## src/rtl/retire_stage.sv

```systemverilog
// In-order retire stage: commits completed ROB heads to the map table and free list,
// turns head exceptions into a timed interrupt/flush, and sticks in HALTED after a halt.
module retire_stage #(
    parameter int FLUSH_CYCLES = 2,
    parameter int CNT_W        = 32,
    parameter int TAG_W        = 6
) (
    input  logic               clock,
    input  logic               reset,
    input  logic               rob_head_valid,
    input  logic               rob_head_complete,
    input  logic               rob_head_exception,
    input  logic               rob_head_halt,
    input  logic [TAG_W-1:0]   rob_head_t,
    input  logic [TAG_W-1:0]   rob_head_t_old,
    output logic               rob_retire_ack,
    output logic [2*TAG_W:0]   ir_mt_packet,
    output logic               fl_free_en,
    output logic [TAG_W-1:0]   fl_free_tag,
    output logic               interrupt,
    output logic [CNT_W-1:0]   retire_count,
    output logic               halted,
    output logic [1:0]         state_dbg
);

    typedef enum logic [1:0] {
        ST_RUN    = 2'd0,
        ST_FLUSH  = 2'd1,
        ST_HALTED = 2'd2
    } state_t;

    state_t     state_q;
    state_t     state_d;
    logic [3:0] flush_cnt_q;
    logic       head_ready;
    logic       retire_go;
    logic       take_exc;

    // Handshake: the ROB offers its head through rob_head_valid (and complete); this stage
    // pops it by raising rob_retire_ack in the same cycle, and the ROB advances its head
    // on the following rising edge. Ack never depends on any registered output.
    assign head_ready = rob_head_valid & rob_head_complete;
    assign retire_go  = (state_q == ST_RUN) & head_ready & ~rob_head_exception;
    assign take_exc   = (state_q == ST_RUN) & head_ready &  rob_head_exception;
    assign state_dbg  = state_q;

    always_ff @(posedge clock or negedge reset) begin
        if (!reset) begin
            state_q <= ST_RUN;
        end else begin
            state_q <= state_d;
        end
    end

    // Exception outranks halt, so an excepting halt flushes instead of halting.
    always_comb begin
        state_d = state_q;
        case (state_q)
            ST_RUN: begin
                if (take_exc) begin
                    state_d = ST_FLUSH;
                end else if (retire_go && rob_head_halt) begin
                    state_d = ST_HALTED;
                end
            end
            ST_FLUSH: begin
                if (flush_cnt_q == 4'd0) begin
                    state_d = ST_RUN;
                end
            end
            ST_HALTED: state_d = ST_HALTED;
            default:   state_d = ST_RUN;
        endcase
    end

    always_comb begin
        rob_retire_ack = 1'b0;
        if (state_q == ST_RUN) begin
            rob_retire_ack = retire_go;
        end
    end

    always_ff @(posedge clock or negedge reset) begin
        if (!reset) begin
            flush_cnt_q <= 4'd0;
        end else if (take_exc) begin
            flush_cnt_q <= 4'(FLUSH_CYCLES - 1);
        end else if (state_q == ST_FLUSH && flush_cnt_q != 4'd0) begin
            flush_cnt_q <= flush_cnt_q - 4'd1;
        end
    end

    // Retire outputs are one-cycle pulses and fall back to zero whenever nothing retires.
    always_ff @(posedge clock or negedge reset) begin
        if (!reset) begin
            ir_mt_packet <= '0;
            fl_free_en   <= 1'b0;
            fl_free_tag  <= '0;
            interrupt    <= 1'b0;
            retire_count <= '0;
            halted       <= 1'b0;
        end else begin
            ir_mt_packet <= retire_go ? {1'b1, rob_head_t, rob_head_t_old} : '0;
            fl_free_en   <= retire_go && (rob_head_t_old != '0);
            fl_free_tag  <= (retire_go && (rob_head_t_old != '0)) ? rob_head_t_old : '0;
            interrupt    <= (state_d == ST_FLUSH);
            halted       <= (state_d == ST_HALTED);
            if (retire_go) begin
                retire_count <= retire_count + 1'b1;
            end
        end
    end

endmodule

```

## config.mk

```make
export PLATFORM = sky130hd
export DESIGN_NAME = retire_stage
export DESIGN_NICKNAME = d
export VERILOG_FILES = /design/src/rtl/retire_stage.sv
export SDC_FILE = /design/constraint.sdc
export NUM_CORES = 1
export LEC_CHECK = 0
export ABC_CLOCK_PERIOD_IN_PS = 3400
export BUFFER_PORTS_ARGS = -buffer_cell sky130_fd_sc_hd__buf_2
export CORE_MARGIN = 2
export CORE_UTILIZATION = 40
export CTS_CLUSTER_DIAMETER = 40
export DETAILED_ROUTE_END_ITERATION = 10
export GPL_TIMING_DRIVEN = 0
export SYNTH_ARGS = -nofsm -noshare
export SYNTH_HDL_FRONTEND = slang
export SYNTH_SLANG_ARGS = --single-unit
```

## constraint.sdc

```tcl
create_clock -name clock -period 3.4 [get_ports clock]
set_input_delay 0.68 -clock clock [delete_from_list [all_inputs] [get_ports clock]]
set_output_delay 0.68 -clock clock [all_outputs]
set_load 0.01 [all_outputs]
```

# Yosys cells after proc, flatten, opt, wreduce, memory -nomap -nowiden
# Index checks and enable logic that the tools add are counted.
[totals]
reg_bits = 60
[op_classes]
reduce_logical = 8
n_eq_ne = 4
addsub = 2
n_bitwise = 5
mux = 9
[op_table]
columns = ["cell", "n"]
rows = [
  ["$add A32 B1 Y32 const B", 1],
  ["$mux W13", 1],
  ["$mux W4", 2],
  ["$mux W2", 3],
  ["$mux W6", 1],
  ["$pmux W2 S3", 1],
  ["$reduce_bool A6 Y1", 1],
  ["$and A1 B1 Y1", 4],
  ["$eq A2 B1 Y1 const B", 2],
  ["$eq A2 B2 Y1 const B", 2],
  ["$logic_not A4 Y1", 1],
  ["$reduce_bool A4 Y1", 1],
  ["$sub A4 B1 Y4 const B", 1],
  ["$logic_and A1 B1 Y1", 3],
  ["$logic_not A2 Y1", 1],
  ["$reduce_bool A2 Y1", 1],
  ["$mux W1", 1],
  ["$not A1 Y1", 1],
]

# Logic depth before layout (Yosys ltp)
# Gate-level depths: netlist (run 1).
[logic_depth]
depth_word = 8
mapped_depth = 6

# Least setup slack after synthesis (run 1)
# OpenSTA, ideal clock, no wires.
[synth_timing]
path_type = "input to register"
start = "input port rob_head_valid"
end = "register retire_count[25]"
stages = 5
setup_time_ns = 0.127
slack_ns = 1.660
arrival_time_ns = 1.613
required_time_ns = 3.273
n_path_buf = 1
path_cell_list = "and4bb_2 > and2_1 > clkbuf_1 > nand4_1 > xnor2_1"
[synth_between]
elab_chain_cells = 3
[synth_rtl]
columns = ["element", "line", "source"]
rows = [
  ["start, declared", "10", "input logic rob_head_valid,"],
  ["$and A1 B1 Y1", "42", "assign head_ready = rob_head_valid & rob_head_complete;"],
  ["$and A1 B1 Y1 (2 in a row)", "43", "assign retire_go = (state_q == ST_RUN) & head_ready & ~rob_head_exception;"],
  ["end signal, assigned", "109", "retire_count <= retire_count + 1'b1;"],
  ["end, declared", "21", "output logic [CNT_W-1:0] retire_count,"],
]
# Every way passes these cells.
# A chain may end at the register's enable or synchronous reset.

# Worst setup path after layout (run 1)
[layout_timing]
start = "register retire_count[2]"
end = "register retire_count[28]"
[layout_between]
elab_chain_cells = 1
[layout_rtl]
columns = ["element", "line"]
rows = [
  ["$add A32 B1 Y32", "109"],
]
# Every way passes these cells.

==> results.md, run 1 <==
* Run status: finished clean
* Fmax at approximately 480 MHz
* Filler cell count in the final layout at just under 600
* Design Area, Final at roughly 0.0033 mm^2
* IO Pins at 75
* Drt total wl at 5.25 mm
* H-tree levels at 3
* Simple-Gate Fraction of Synth Area at roughly 25%
* Inserted Diodes at 0
* Most common cell after layout, fill and taps aside: buf_2
* Cell Area, Placed at 0.00302 mm^2
* GRT Total Usage at between 15 and 20%
* Post-layout util at 52.1%
* Worst-margin pin slew at roughly 0.99 ns
* CTS tree: built
* Post-synth top area share at approximately 59%
* Clock transition at path regs at about 0.070 ns
* Synthesized flop and latch total at 60
* Final clock skew at ~0.010 ns
* Layout cells sized above 1 at 34.1%
* Type of origin of the critical path: flip-flop
* Multiplexer area fraction after synthesis at less than 1%
* Area of the multi-input gates at ~0.0010 mm^2
* Total CTS buffers at 9
* PortBufs at 74
* Commonest non-fill, non-tap cells in the layout: 73 x buf_2, 60 x dfrtp_1, 23 x and2_1, 19 x xor2_1
* RD Place Congestion at 0.737
* Remaining antenna violation count after routing at 0
* Area fraction in compound gates after synthesis at less than 1%
* Vias per cell at a little under 5
* Clk sinks at 60
* Fin. max-slew vios at 0
* Critical path, cell by cell: nand4_2 > nor4_1 > and4b_1 > xor2_1
* Asr flop ratio synth at 100%
* Slowest CP cell: nor4_1
* Leakage power at ~1.8 nW
* WL/cell at 14.0 um
* Critical Path Max Stage Delay at about 0.87 ns
* Unrepaired setup endpoints after global routing: false
* Number of synthesized flops with an enable pin at 0
* Worst r2r src: retire_count[2]
* Pin count of the biggest net entering global routing at a little over 60
* WP data arrival at approximately 2.3 ns
* Worst setup EP type: flip-flop
* # DRC at 0
* Remaining Overflow, GRT at 0
* Top FF cell, synth: dfrtp_1
* Full die area at 0.00703 mm^2
* Net Count, Synth at 230
* Drt pass-1 iters at 4
* Initial drt markers at 76
* Critical path startpoint: retire_count[2]
* Largest family of logic cells by synthesized area: simple AND/OR/NAND/NOR gates
* Final setup violation count at 0
* Total design power at 1.90 mW
* Period minus WS final at between 2 and 2.5 ns
* Post-synthesis adder-cell area fraction at 1.47%
* Syn-to-layout area delta at 27.7%
* Die outline height at between 80 and 90 um
* HPWL after detailed placement at 3.68 mm
* Maximum vdd drop at between 0.2 and 0.3 mV
* Initial core utilization at slightly above 40%
* Clock buffer depth at 2
* Sequential area share after synthesis at 58.9%
* Core Box Area at ~0.0062 mm^2
* Smallest hold slack at approximately 0.43 ns
* Cell taking the most area after synthesis: dfrtp_1
* First-pass GRT wire length at just under 9 mm
* Mapped cell area at approximately 0.0025 mm^2
* Xor and xnor area share after synthesis at approximately an eighth
* Mean Syn Cell Area at 12.2 um^2
* Number of max-cap violations at 0
* # rows at 29
* Unique masters post-synth at 34
* HP Class: in2async
* Register area at around 0.0015 mm^2
* Req. time, crit path at between 3 and 4 ns
* # nets final at 315
* Final Hold Fails at 0
* Setup bufs post-CTS at 0
* Synth warn at 0
* Pwr Density at ~580 mW/mm^2
* Initial antenna violation count at 0
* Number of global-route vias before repair at around 1800
* Tcrit/Tclk final at approximately three fifths
* Slew HR at 33.3%
* Die width at between 80 and 90 um
* Final TNS setup at 0 ns
* Clock Latency Late Sink at roughly 0.33 ns
* Clock tree root driver cell: clkbuf_8
* Synth Instances at about 210
* Hold Buf Count CTS at 0
* Cts repair resizes at 0
* Worst-path maximum fanout at 7
* Critical path type: reg2reg
* Number of vias in the routed layout at around 1800
* Top cells by area, synth: dfrtp_1 59%, xor2_1 6.5%, and2_1 5.6%
path summary, 6_finish.rpt:
path / to / slack [ns] / depth (start not counted)
worst max-delay path: retire_count[28] / 1.34 / 4
worst min-delay path: retire_count[4] / 0.43 / 1
worst max register to register: retire_count[28] / 1.34 / 4
worst min register to register: retire_count[31] / 0.46 / 1
max in group asynchronous: fl_free_tag[2] / 2.50 / 1
min in group clock: retire_count[31] / 0.46 / 1
layout make-up:
class,count,area share [%]
clock buffer,13,5.19
tap,77,2.96
clock inverter,3,2.08
inverter,2,0.231
multi-input combinational,143,31.3
timing repair buffer,74,11.5
buffer,4,0.692
sequential,60,46.1
cells in the mapped netlist, types with 2 or more instances:
master / instances
and2_1: 23
and4_1: 3
clkbuf_1: 3
dfrtp_1: 60
ha_1: 3
inv_1: 2
mux2_2: 2
nand2_1: 15
nand3_1: 10
nand4_1: 11
nor2_1: 9
nor2b_1: 2
nor3_1: 7
nor3b_1: 3
nor4_1: 2
nor4_2: 2
nor4_4: 2
or2_2: 2
xnor2_1: 15
xor2_1: 19
metal layers:
| layer | vias to the layer above | track usage (%) | wire [um] |
|---|---|---|---|
| met5 | - | 0 | 0 |
| met4 | 0 | 5.72 | 40 |
| met1 | 897 | 20.7 | 2410 |
| met3 | 4 | 5.54 | 365 |
| met2 | 53 | 24.1 | 2430 |
| li1 | 884 | - | - |
sequential cells by signal, indices dropped and copies added (netlist names):
| name | flops |
|---|---|
| flush_cnt_q | 4 |
| fl_free_tag | 6 |
| retire_count | 32 |
| interrupt | 1 |
| fl_free_en | 1 |
| ir_mt_packet | 13 |
| state_dbg | 2 |
| halted | 1 |
critical path, delay by kind of cell, from the launching register on:
family           cells  cell delay (ns)
XOR/XNOR             1             0.14
flip-flops           1             0.48
AND/OR/NAND/NOR      3             1.36
stage by stage:
step,std cells,setup slack [ns]
detailed placement,360,1.27
global route,376,1.09
floorplan,209,1.66
CTS,376,1.36
finish,376,1.34
global placement,360,1.26
power breakdown:
part	internal [mW]	leakage (nW)	switching, mW
combinational	0.143	0.823	0.160
clock	0.473	0.116	0.270
sequential	0.788	0.818	0.0624
total	1.41	1.76	0.492
cell families (layout without fill, tap and decap cells):
group	after synthesis	after routing
buffers and inverters	6	96
XOR/XNOR	34	34
adder cells (fa/ha/maj)	3	3
AO/OA/AOI/OAI	2	2
AND/OR/NAND/NOR	102	102
multiplexers	2	2
flip-flops	60	60
Power figures use the tool's default switching activity.
==> run 2, diff against run 1 <==
ABC_CLOCK_PERIOD_IN_PS = 1700   (was 3400)
PLACE_DENSITY = 0.67   (was not set)
clock period = 1.7 ns   (was 3.4 ns; I/O delays follow)
==> results.md, run 2 (synthesis results as in run 1) <==
* IO Pins at 75 (unchanged)
* WP data arrival at 1.90 ns (-0.41 ns)
* Type of origin of the critical path: flip-flop
* Maximum vdd drop at 0.829 mV (+190%)
* Syn-to-layout area delta at 34.5%
* CTS tree: built
* # nets final at 327 (+3.8%)
* Critical path, cell by cell: nand3_4 > or4_4 > nor4_4 > xor2_1
* Clock transition at path regs at 0.07 ns (about the same)
* Setup WS pre-CTS at -0.265 ns (-1.54 ns)
* Drt total wl at 5.38 mm (+2.5%)
* Leakage power at 1.84 nW (+4.9%)
* Filler cell count in the final layout at 565 (-3.1%)
* Clk sinks at 60 (unchanged)
* Placed cell count at 360 (unchanged)
* Critical Path Max Stage Delay at 0.65 ns (-0.22 ns)
* Hold Buf Count CTS at 0 (unchanged)
* Req. time, crit path at 1.96 ns (-1.68 ns)
* GRT Total Usage at 16.9% (+1.2 points)
* Top flop regs: retire_count x32, ir_mt_packet x13, fl_free_tag x6
* Die outline height at 83.8 um (unchanged)
* Cell Area, Placed at 0.00302 mm^2 (+0.25%)
* Fin. max-slew vios at 0 (unchanged)
* Number of max-cap violations at 0 (unchanged)
* Pin count of the biggest net entering global routing at 61 (unchanged)
* Worst r2r src: retire_count[5]
* Drt pass-1 iters at 4 (unchanged)
* RD Place Congestion at 0.741 (+0.61%)
* Slowest CP cell: or4_4
* Number of global-route vias before repair at 2027 (+9.7%)
* Clock tree root driver cell: clkbuf_8
* Tcrit/Tclk final at 96.4% (+36 points)
* # DRC at 0 (unchanged)
* First-pass GRT wire length at 9.26 mm (+5.7%)
* Final Hold Fails at 0 (unchanged)
* WL/cell at 13.9 um (-0.64%)
* Worst-path maximum fanout at 8 (+1)
* Final setup violation count at 0 (unchanged)
* Worst setup margin at 0.0620 ns (-1.28 ns)
* Final clock skew at 0.00576 ns (-0.00465 ns)
* Worst setup EP type: flip-flop
* HPWL after detailed placement at 3.73 mm (+1.2%)
* PortBufs at 74 (unchanged)
* Design Area, Final at 0.00343 mm^2 (+5.3%)
* Period minus WS final at 1.64 ns (-0.425 ns)
* Clock Latency Late Sink at 0.34 ns (about the same)
* # rows at 29 (unchanged)
* HP Class: in2async
* Total CTS buffers at 9 (unchanged)
* Remaining antenna violation count after routing at 0 (unchanged)
* Register area at 0.00151 mm^2 (+0.58%)
* Initial antenna violation count at 0 (unchanged)
* Layout cells sized above 1 at 44.4% (+10 points)
* Fmax at 610 MHz (+26%)
* Initial drt markers at 53 (-30%)
* Initial core utilization at 40.8% (unchanged)
* Clock buffer depth at 2 (unchanged)
* Pwr Density at 1110 mW/mm^2 (+90%)
* Inserted Diodes at 0 (unchanged)
* Most common cell after layout, fill and taps aside: buf_2
* Largest register FFs at 32 (unchanged)
* Unrepaired setup endpoints after global routing: true
* Run status: finished clean
* Finished Layout Cells at 388 (+3.2%)
* Die width at 83.8 um (unchanged)
* Slew HR at 51.3% (+18 points)
* Core Box Area at 0.00624 mm^2 (unchanged)
* Critical path startpoint: retire_count[5]
* Largest register by flop count: retire_count
* Remaining Overflow, GRT at 0 (unchanged)
* Critical path type: reg2reg
* Full die area at 0.00703 mm^2 (unchanged)
* Area of the multi-input gates at 0.00111 mm^2 (+9.2%)
* Number of vias in the routed layout at 1935 (+5.3%)
* H-tree levels at 3 (unchanged)
* Commonest non-fill, non-tap cells in the layout: 73 x buf_2, 53 x dfrtp_1, 22 x and2_1, 19 x xor2_1
* Worst-margin pin slew at 0.731 ns (-0.260 ns)
* Vias per cell at 4.99 (+2.0%)
[run 2: what timing repair did]
action                     in CTS  in global routing
pin swaps                       0                  5
setup endpoints to repair      30                 44
buffers inserted               12                  1
gates resized for setup        12                 18
gates cloned                    0                  0
[run 2: cell type report]
class | count | share of cell area [%]
inverter | 2 | 0.219
multi-input combinational | 143 | 32.4
clock buffer | 9 | 3.61
sequential | 60 | 44.1
buffer | 3 | 0.511
timing repair buffer | 87 | 13.7
clock inverter | 7 | 2.66
tap | 77 | 2.81
[run 2: routing by layer]
metal	up-vias	GRT usage (%)	part of all wire, %
met5	-	0	0
met4	0	5.87	1.2
met3	8	7.81	7.8
met2	68	27.8	49
met1	942	19.6	42
li1	917	-	-
[run 2: metrics by stage]
stage                     total power [mW]  TNS, ns  util (%)  hold WS, ns
final                                 3.80        0      54.9       0.0717
after global routing                  4.03  -0.0535      54.9        0.131
after CTS                             3.80        0      54.0        0.183
after detailed placement              2.34    -2.59      48.4        0.457
after global placement                2.32    -2.25      48.4        0.451
after floorplan                       2.10        0         -       0.0444
[run 2: critical path, delay by kind of cell, from the launching register on]
kind          cells  cell delay (ns)
simple gates      3             1.01
flops             1             0.39
xor+xnor          1             0.16
[run 2: path summary, 6_finish.rpt]
check | cells after the start | to | slack [ns]
max | 4 | retire_count[22] | 0.06
min | 1 | retire_count[7] | 0.07
max reg2reg | 4 | retire_count[22] | 0.06
min reg2reg | 1 | retire_count[31] | 0.46
max in group asynchronous | 1 | retire_count[16] | 1.11
min in group clock | 2 | ir_mt_packet[6] | 0.20
[run 2: power breakdown]
group          internal [mW]  switching, mW
clock                  0.818          0.552
combinational          0.375          0.367
sequential              1.58          0.106
==> run 3, diff against run 2 <==
==> constraint.sdc (replaced) <==
create_clock -name clock -period 1.7 [get_ports clock]
set_input_delay 0.255 -clock clock [delete_from_list [all_inputs] [get_ports clock]]
set_output_delay 0.255 -clock clock [all_outputs]
set_load 0.01 [all_outputs]
==> results.md, run 3 (synthesis results as in run 1) <==
* Final Hold Fails at 24 (+24)
* Leakage power at 1.84 nW (-0.11%)
* Fin. max-slew vios at 0 (unchanged)
* Filler cell count in the final layout at 566 (+0.18%)
* Clock Latency Late Sink at 0.34 ns (about the same)
* Type of origin of the critical path: flip-flop
* Slowest CP cell: or4_4
* Worst setup margin at 0.0647 ns (+0.00275 ns)
* # rows at 29 (unchanged)
* WP buf/inv at 0 (unchanged)
* Clock tree root driver cell: clkbuf_8
* Failing checks: hold timing
* IO Pins at 75 (unchanged)
* Critical path, cell by cell: nand3_4 > or4_4 > nor4_4 > xor2_1
* WL/cell at 13.9 um (about the same)
* CP delay by family, top: simple AND/OR/NAND/NOR gates
* Top flop regs: retire_count x32, ir_mt_packet x13, fl_free_tag x6
* Worst setup EP type: flip-flop
* Commonest non-fill, non-tap cells in the layout: 73 x buf_2, 53 x dfrtp_1, 22 x and2_1, 19 x xor2_1
* Unrepaired setup endpoints after global routing: true
* Maximum vdd drop at 0.829 mV (about the same)
* Design Area, Final at 0.00341 mm^2 (-0.47%)
* Final clock skew at 0.00574 ns (-0.0000258 ns)
* Post-layout util at 54.7% (-0.26 points)
* Number of vias in the routed layout at 1943 (+0.41%)
* Most common cell after layout, fill and taps aside: buf_2
* Clk sinks at 60 (unchanged)
* Run status: finished with violations
* Core Box Area at 0.00624 mm^2 (unchanged)
* Slew HR at 51.2% (-0.085 points)
* CTS tree: built
* Placed cell count at 360 (unchanged)
* Initial core utilization at 40.8% (unchanged)
* Worst reg-to-reg setup slack at 0.06 ns (about the same)
* Inserted Diodes at 0 (unchanged)
* Final setup violation count at 0 (unchanged)
* Full die area at 0.00703 mm^2 (unchanged)
* R2R depth at 4 (unchanged)
* Vias per cell at 5.01 (+0.41%)
* Drt pass-1 iters at 4 (unchanged)
* Pin count of the biggest net entering global routing at 61 (unchanged)
* Die width at 83.8 um (unchanged)
* Total CTS buffers at 9 (unchanged)
* Remaining antenna violation count after routing at 0 (unchanged)
* Critical path type: reg2reg
* Reg-to-Reg End: retire_count[22]
* Worst-path maximum fanout at 8 (unchanged)
* RD Place Congestion at 0.741 (unchanged)
* Tcrit/Tclk final at 96.2% (-0.16 points)
* Drt total wl at 5.38 mm (about the same)
* Pwr Density at 1110 mW/mm^2 (about the same)
* Finished Layout Cells at 388 (unchanged)
* Clock transition at path regs at 0.07 ns (about the same)
* Initial drt markers at 63 (+19%)
* Layout cells sized above 1 at 44.1% (-0.32 points)
* Req. time, crit path at 1.96 ns (about the same)
* Cell Area, Placed at 0.00302 mm^2 (unchanged)
* First-pass GRT wire length at 9.26 mm (unchanged)
* Period minus WS final at 1.64 ns (-0.00275 ns)
* WP data arrival at 1.90 ns (about the same)
* H-tree levels at 3 (unchanged)
* CP Depth at 4 (unchanged)
* Setup WS pre-CTS at -0.265 ns (unchanged)
* Number of global-route vias before repair at 2027 (unchanged)
* Remaining Overflow, GRT at 0 (unchanged)
* Worst r2r src: retire_count[5]
* Clock buffer depth at 2 (unchanged)
* Fmax at 612 MHz (+0.17%)
* Smallest hold slack at -0.0137 ns (-0.0853 ns)
* Syn-to-layout area delta at 33.9%
* Critical Path Max Stage Delay at 0.65 ns (about the same)
* PortBufs at 74 (unchanged)
* GRT Total Usage at 16.9% (unchanged)
* Worst-margin pin slew at 0.732 ns (+0.00127 ns)
* Number of max-cap violations at 0 (unchanged)
* # nets final at 327 (unchanged)
* HP Class: in2async
* Die outline height at 83.8 um (unchanged)
* Largest register by flop count: retire_count
* HPWL after detailed placement at 3.73 mm (unchanged)
* Initial antenna violation count at 0 (unchanged)
* Largest register FFs at 32 (unchanged)
* # DRC at 0 (unchanged)
[run 3: cell types whose count changed in the layout (fill, tap and decap cells not counted)]
| cell | previous run | this run |
|---|---|---|
| nand4bb_4 | 1 | 0 |
| nand4bb_1 | 0 | 1 |
[run 3: worst max-delay path by stage]
stage | end | slack [ns] | startpoint
3_3_place_gp | retire_count[28] | -0.27 | retire_count[3]
4_1_cts | retire_count[31] | 0.007 | retire_count[2]
5_1_grt | retire_count[28] | -0.05 | retire_count[5]
2_1_floorplan | retire_count[22] | 0.003 | retire_count[3]
6_report | retire_count[22] | 0.06 | retire_count[5]
3_5_place_dp | retire_count[28] | -0.27 | retire_count[3]
[run 3: repair_timing]
action | CTS | global route
endpoints found under the setup margin | 30 | 43
pin swaps | 0 | 4
resized for setup | 12 | 17
buffers inserted | 12 | 1
hold buffers | 0 | 0
[run 3: cell type report]
class | count | area (um^2) | share of cell area (%)
Buffer | 3 | 17.5 | 0.513
Clock buffer | 9 | 124 | 3.63
Tap cell | 77 | 96.3 | 2.82
Inverter | 2 | 7.51 | 0.220
Multi-Input combinational cell | 143 | 1090 | 32.1
Timing Repair Buffer | 87 | 470 | 13.8
Sequential cell | 60 | 1510 | 44.3
Clock inverter | 7 | 91.3 | 2.68
[run 3: routing by layer]
layer / track usage (%) / up-vias / part of all wire (%)
met2: 27.8 / 76 / 50
li1: - / 916 / -
met3: 7.81 / 10 / 7.7
met1: 19.6 / 941 / 41
met4: 5.87 / 0 / 1.3
met5: 0 / - / 0
[run 3: worst reg2reg max path, cell delays in order (launching register included)]
cell	delay (ns)
dfrtp_1	0.39
nand3_4	0.11
or4_4	0.65
nor4_4	0.25
xor2_1	0.16
[run 3: power breakdown]
part	internal (mW)	total [mW]	switching, mW	leakage, nW
Combinational	0.362	0.728	0.366	0.924
Sequential	1.58	1.69	0.106	0.807
Clock	0.818	1.37	0.552	0.109
Total	2.76	3.78	1.02	1.84
[run 3: per-stage QoR]
stage / setup TNS (ns) / power, mW
after floorplan: 0 / 2.10
after global placement: -2.25 / 2.32
after detailed placement: -2.59 / 2.34
after CTS: 0 / 3.80
after global routing: -0.0535 / 4.02
final: 0 / 3.78
